<file path="config.mk">
export PLATFORM = sky130hd
export DESIGN_NAME = exunit_ldst_sb
export DESIGN_NICKNAME = d
export VERILOG_FILES = /design/src/rtl/exunit_ldst_sb.sv
export SDC_FILE = /design/constraint.sdc
export NUM_CORES = 1
export LEC_CHECK = 0
export BUFFER_PORTS_ARGS = -buffer_cell sky130_fd_sc_hd__buf_2
export CAP_MARGIN = 20
export CORE_MARGIN = 1.5
export CORE_UTILIZATION = 30
export DETAILED_ROUTE_END_ITERATION = 10
export HOLD_SLACK_MARGIN = 0.15
export MAX_ROUTING_LAYER = met4
export SLEW_MARGIN = 20
export SYNTH_ARGS = -nofsm -noshare
export SYNTH_HDL_FRONTEND = slang
export SYNTH_SLANG_ARGS = --single-unit
export TNS_END_PERCENT = 100
</file>
<file path="constraint.sdc">
create_clock -name clk -period 12.1 [get_ports clk]
set_input_delay 1.815 -clock clk [delete_from_list [all_inputs] [get_ports clk]]
set_output_delay 1.815 -clock clk [all_outputs]
set_load 0.03 [all_outputs]
</file>
<file path="src/rtl/exunit_ldst_sb.sv">
// Load/store execution unit: EA generation, store buffer with youngest-match load
// forwarding, in-order drain of committed stores, and spectag kill/clear handling.
module exunit_ldst_sb #(
  parameter int DATA_W    = 32,
  parameter int ADDR_W    = 32,
  parameter int RRF_W     = 6,
  parameter int SPECTAG_W = 5,
  parameter int SB_DEPTH  = 4
) (
  input  logic                        clk,
  input  logic                        reset,
  input  logic                        issue,
  output logic                        ready,
  input  logic                        dstval,
  input  logic [DATA_W-1:0]           ex_src1,
  input  logic [DATA_W-1:0]           ex_src2,
  input  logic [DATA_W-1:0]           imm,
  input  logic [RRF_W-1:0]            rrftag,
  input  logic                        specbit,
  input  logic [SPECTAG_W-1:0]        spectag,
  input  logic                        prmiss,
  input  logic                        prsuccess,
  input  logic [SPECTAG_W-1:0]        spectagfix,
  input  logic                        st_commit,
  output logic [ADDR_W-1:0]           ldaddr,
  input  logic [DATA_W-1:0]           lddatamem,
  output logic                        mem_we,
  output logic [ADDR_W-1:0]           mem_waddr,
  output logic [DATA_W-1:0]           mem_wdata,
  output logic [DATA_W-1:0]           result,
  output logic                        rrf_we,
  output logic                        rob_we,
  output logic [RRF_W-1:0]            wrrftag,
  output logic [$clog2(SB_DEPTH):0]   sb_count
);
  localparam int PTR_W = $clog2(SB_DEPTH);
  localparam int CNT_W = PTR_W + 1;

  function automatic logic [ADDR_W-1:0] calc_ea(input logic [DATA_W-1:0] base,
                                                input logic [DATA_W-1:0] ofs);
    logic [DATA_W-1:0] sum;
    sum = base + ofs;
    return ADDR_W'(sum);
  endfunction

  function automatic logic is_killed(input logic spec, input logic [SPECTAG_W-1:0] tag,
                                     input logic miss, input logic [SPECTAG_W-1:0] fix);
    return miss & spec & (|(tag & fix));
  endfunction

  function automatic logic [SPECTAG_W-1:0] clr_tag(input logic [SPECTAG_W-1:0] tag,
                                                  input logic succ,
                                                  input logic [SPECTAG_W-1:0] fix);
    return succ ? (tag & ~fix) : tag;
  endfunction

  logic                 vld_p1, ld_p1, spec_p1;
  logic [ADDR_W-1:0]    ea_p1;
  logic [DATA_W-1:0]    sdata_p1;
  logic [RRF_W-1:0]     rtag_p1;
  logic [SPECTAG_W-1:0] stag_p1;
  logic                 vld_p2, ld_p2, spec_p2, hit_p2;
  logic [DATA_W-1:0]    fwd_p2;
  logic [RRF_W-1:0]     rtag_p2;
  logic [SPECTAG_W-1:0] stag_p2;

  logic [ADDR_W-1:0]    sb_addr [SB_DEPTH];
  logic [DATA_W-1:0]    sb_data [SB_DEPTH];
  logic [SPECTAG_W-1:0] sb_stag [SB_DEPTH];
  logic                 sb_spec [SB_DEPTH];
  logic                 sb_cmt  [SB_DEPTH];
  logic [PTR_W-1:0]     head, tail, tail_base, cmt_idx, idx;
  logic [CNT_W-1:0]     count, nkill;
  logic [CNT_W:0]       occ;
  logic                 hit, cmt_found, drain;
  logic [DATA_W-1:0]    fwd;

  logic                 kill_in, accept, kill_p1, kill_p2, enq;
  logic [SPECTAG_W-1:0] in_stag_c, p1_stag_c;
  logic                 in_spec_c, p1_spec_c;

  assign in_stag_c = clr_tag(spectag, prsuccess, spectagfix);
  assign in_spec_c = specbit & (|in_stag_c);
  assign p1_stag_c = clr_tag(stag_p1, prsuccess, spectagfix);
  assign p1_spec_c = spec_p1 & (|p1_stag_c);

  assign kill_in = is_killed(specbit, spectag, prmiss, spectagfix);
  assign kill_p1 = is_killed(spec_p1, stag_p1, prmiss, spectagfix);
  assign kill_p2 = is_killed(spec_p2, stag_p2, prmiss, spectagfix);
  assign accept  = issue & ready & ~kill_in;
  assign enq     = vld_p1 & ~ld_p1 & ~kill_p1;

  // A store sitting in stage A already owns a slot; anything issued now lands a cycle later.
  assign occ   = {1'b0, count} + {{CNT_W{1'b0}}, vld_p1 & ~ld_p1};
  assign ready = occ < (CNT_W + 1)'(SB_DEPTH);

  // Stage A: operand latch and EA
  always_ff @(posedge clk) begin
    if (reset) begin
      vld_p1 <= 1'b0;
      ea_p1  <= '0;
    end else begin
      vld_p1 <= accept;
      if (accept) ea_p1 <= calc_ea(ex_src1, imm);
    end
  end

  always_ff @(posedge clk) begin
    if (accept) begin
      ld_p1    <= dstval;
      sdata_p1 <= ex_src2;
      rtag_p1  <= rrftag;
      spec_p1  <= in_spec_c;
      stag_p1  <= in_stag_c;
    end
  end

  // Stage B: writeback
  always_ff @(posedge clk) begin
    if (reset) begin
      vld_p2  <= 1'b0;
      rtag_p2 <= '0;
    end else begin
      vld_p2 <= vld_p1 & ~kill_p1;
      if (vld_p1) rtag_p2 <= rtag_p1;
    end
  end

  always_ff @(posedge clk) begin
    ld_p2   <= ld_p1;
    hit_p2  <= hit;
    fwd_p2  <= fwd;
    spec_p2 <= p1_spec_c;
    stag_p2 <= p1_stag_c;
  end

  assign ldaddr  = ea_p1;
  assign rob_we  = vld_p2 & ~kill_p2;
  assign rrf_we  = rob_we & ld_p2;
  assign wrrftag = rtag_p2;
  assign result  = (vld_p2 & ld_p2) ? (hit_p2 ? fwd_p2 : lddatamem) : '0;

  // Walk oldest to youngest so the last address match is the youngest store.
  always_comb begin
    hit       = 1'b0;
    fwd       = '0;
    cmt_found = 1'b0;
    cmt_idx   = head;
    nkill     = '0;
    idx       = head;
    for (int i = 0; i < SB_DEPTH; i++) begin
      idx = head + PTR_W'(i);
      if (CNT_W'(i) < count) begin
        if (sb_addr[idx] == ea_p1) begin
          hit = 1'b1;
          fwd = sb_data[idx];
        end
        if (!sb_cmt[idx]) begin
          if (!cmt_found) begin
            cmt_found = 1'b1;
            cmt_idx   = idx;
          end
          if (is_killed(sb_spec[idx], sb_stag[idx], prmiss, spectagfix)) nkill = nkill + CNT_W'(1);
        end
      end
    end
  end

  // Killed entries are the youngest run, so rolling the tail back by their number frees them.
  assign tail_base = tail - nkill[PTR_W-1:0];
  assign drain     = (count != '0) & sb_cmt[head];
  assign mem_we    = drain;
  assign mem_waddr = drain ? sb_addr[head] : '0;
  assign mem_wdata = drain ? sb_data[head] : '0;
  assign sb_count  = count;

  always_ff @(posedge clk) begin
    if (reset) begin
      head  <= '0;
      tail  <= '0;
      count <= '0;
      for (int i = 0; i < SB_DEPTH; i++) sb_cmt[i] <= 1'b0;
    end else begin
      if (prsuccess) begin
        for (int i = 0; i < SB_DEPTH; i++) begin
          sb_stag[i] <= sb_stag[i] & ~spectagfix;
          sb_spec[i] <= sb_spec[i] & (|(sb_stag[i] & ~spectagfix));
        end
      end
      if (st_commit && cmt_found) sb_cmt[cmt_idx] <= 1'b1;
      if (enq) begin
        sb_spec[tail_base] <= p1_spec_c;
        sb_stag[tail_base] <= p1_stag_c;
        sb_cmt[tail_base]  <= 1'b0;
      end
      if (drain) head <= head + PTR_W'(1);
      tail  <= tail_base + PTR_W'(enq);
      count <= count - nkill - CNT_W'(drain) + CNT_W'(enq);
    end
  end

  always_ff @(posedge clk) begin
    if (enq) begin
      sb_addr[tail_base] <= ea_p1;
      sb_data[tail_base] <= sdata_p1;
    end
  end

  always_ff @(posedge clk) begin
    if (!reset && st_commit) assert (cmt_found);
  end
endmodule

</file>
==> impl_metrics.json <==
{
  "drtAntennaViolNets": 0,
  "synth_top_area_share": 0.390,
  "row_count": 105,
  "vias_per_cell": 5.37,
  "cp-end-kind": "register",
  "clk_pin_slew_worst_paths_ps": 60,
  "yosysSeqAreaShare": 0.465,
  "synth_edf_count": 325,
  "first_pass_iters": 5,
  "clock_latency_ps": 590,
  "max_stage_delay_ps": 1020,
  "core_um2": 82200,
  "min_from": "ld_p1",
  "first_iter_violations": 1399,
  "pre_cts_ws_ps": 5960,
  "grt_usage": 0.178,
  "cap_violations": 0,
  "dpl.hpwl_um": 51200,
  "synth.largest_area_cell": "edfxtp_1",
  "avgSynthCellArea_um2": 12.8,
  "dp_cells": 3173,
  "final_cell_mix": "edfxtp_1 (325), buf_2 (292), mux4_2 (207)",
  "grt_overflow": 0,
  "final_area_um2": 29000,
  "drc": 0,
  "r2r_start": "head[0]",
  "critPathKind": "register to register",
  "rrSetupSlack_ps": 6030,
  "dr_wl_met3_um": 5450,
  "yosys_most_used_dff": "edfxtp_1",
  "cts_hold_buf": 0,
  "die_area_um2": 85100,
  "finalMaxSlewViolations": 0,
  "top_layer_used": "met4",
  "min_path_type": "register to register",
  "critical_path.most_common_cell": "nand4_1",
  "relSlewSlack": 0.261,
  "final_common_cell": "edfxtp_1",
  "die_h_um": 292,
  "r2r_end": "fwd_p2[3]",
  "wl_per_cell_um": 22.9,
  "path_cells": "buf_4 -> buf_12 -> mux4_2 -> xnor2_1 -> nand4_1 -> nor4_1 -> nand4_1 -> or4_2 -> nor2b_4 -> o2bb2ai_1 -> mux2i_1 -> a21oi_1",
  "fin_ws_ps": 6030,
  "portBuffers": 292,
  "synth_seq_cells": 418,
  "fin_setup_tns_ps": 0,
  "crit_arrival_ps": 6490,
  "cts_repair_resize_count": 0,
  "slowest_stage": "or4_2",
  "htree_levels": 2,
  "pin_count": 293,
  "antenna_found_initial": 2,
  "ctsRootBufferMaster": "clkbuf_16",
  "postSynth.asyncResetShare": 0,
  "hold_violations": 0,
  "die_w_um": 292,
  "cts_tree": "yes",
  "syn_inst": 1954,
  "cts.sinks": 418,
  "layout_min_cycle_time_ps": 6070,
  "place.gp.congestion": 0.894,
  "post_cts_buffers": 0,
  "p_per_area_nw_per_um2": 160,
  "cts_buffer_depth": 3,
  "synthToLayoutAreaGrowth_pct": 16.0,
  "wirelength_um": 74600,
  "final_cells": 3265,
  "initial_core_util": 0.304,
  "hold_depth": 0,
  "num-nets-final": 2347,
  "leakage_nw": 10.2,
  "whs_endpoint": "ld_p2",
  "post-route-period-util": 0.501,
  "syn-cell-area_um2": 25000,
  "cts_buffers": 49,
  "wl_met2_um": 35800,
  "ir_drop_mv": 0.106,
  "postPlaceCellArea_um2": 27300,
  "cp_max_fo": 120,
  "synth_nets": 2147,
  "worst_pin_slew_ps": 1110,
  "power_mw": 4.65,
  "grt_pass1_vias": 17500,
  "fillers": 7979,
  "synth_area_leaders": "edfxtp_1 (39%), mux4_2 (19%), dfxtp_1 (7.4%), mux2i_1 (4.8%), xor2_1 (3.2%)",
  "ys_types": 65,
  "status": "completed",
  "r2r_cells": 12,
  "rsz0062_at_grt": "false",
  "vias": 17500,
  "finalSetupViolCount": 0,
  "grt_pass1_wl_um": 112000,
  "crit_required_ps": 12520,
  "drt-met1-wl_um": 32000,
  "finalClockSkew_ps": 27.1,
  "max_freq_ghz": 0.165,
  "yosysWarnings": 0,
  "grt_start_max_net_pins": 203,
  "start_kind": "register",
  "drive_gt1_frac": 0.297
}
## kinds of logic after synthesis
logic type / count (synthesis) / share of synthesized area
buf+inv: 180 / 0.0320
compound gates: 317 / 0.0794
simple gates: 463 / 0.0899
fa+ha+maj: 41 / 0.0214
flops: 418 / 0.465
mux: 369 / 0.254
xor+xnor: 166 / 0.0585
## metrics by stage
stage / hold slack [ps] / utilization
floorplan: 349 / -
global placement: 369 / 0.332
CTS: 381 / 0.353
global route: 394 / 0.353
detailed placement: 370 / 0.332
finish: 382 / 0.353
## final cells by class
cell class	instances	area (um^2)	share of cell area
antenna	1	2.50	0.0000863
clock buffer	57	1290	0.0444
clock inverter	34	417	0.0144
inverter	21	81.3	0.00280
multi-input combinational	1356	12600	0.435
sequential	418	11600	0.401
tap	1070	1340	0.0462
timing repair buffer	308	1610	0.0556
## sequential cells by signal, summed over array words and instances (netlist names), 2 cells and up, named ones only
name,flops
fwd_p2,32
head,2
ldaddr,32
rtag_p1,6
sb_addr,128
sb_cmt,4
sb_count,3
sb_data,128
sb_spec,4
sb_stag,20
sdata_p1,32
stag_p1,5
stag_p2,5
tail,2
wrrftag,6
## worst max-delay path by stage
stage / startpoint / end / cells after the start
floorplan: head[1] / sb_addr[0][0] / 20
finish: head[0] / fwd_p2[3] / 12
detailed placement: head[0] / fwd_p2[3] / 12
CTS: head[0] / fwd_p2[3] / 12
global placement: spectagfix[3] / sb_data[0][9] / 13
global route: head[0] / fwd_p2[3] / 12
## critical path, delay by kind of cell (launching register included)
family                    cells  cell delay, ps
buffers and inverters         2            1470
xor gates and xnor gates      1             220
muxes                         2             770
AOI/OAI and AO/OA             2             330
and+or+nand+nor               5            2050
DFF                           1             870
## layer usage
layer / vias to the layer above / GRT usage
li1: 7926 / -
met1: 8809 / 0.238
met2: 718 / 0.285
met3: 96 / 0.0280
met4: 0 / 0.0381
met5: - / -
## Yosys cell counts (37+ instances only)
| cell type | instances |
|---|---|
| edfxtp_1 | 325 |
| mux4_2 | 207 |
| nor2_1 | 167 |
| a21oi_1 | 152 |
| mux2i_1 | 121 |
| nand2_1 | 96 |
| dfxtp_1 | 93 |
| xor2_1 | 90 |
| clkbuf_1 | 80 |
| nor2b_1 | 79 |
| xnor2_1 | 75 |
| ha_1 | 38 |
| buf_2 | 37 |
## power breakdown
part	switching, mW	internal [mW]	leakage, nW
sequential	0.181	1.69	3.76
combinational	0.679	0.528	5.67
clock	0.614	0.954	0.820
Power figures use the tool's default switching activity.
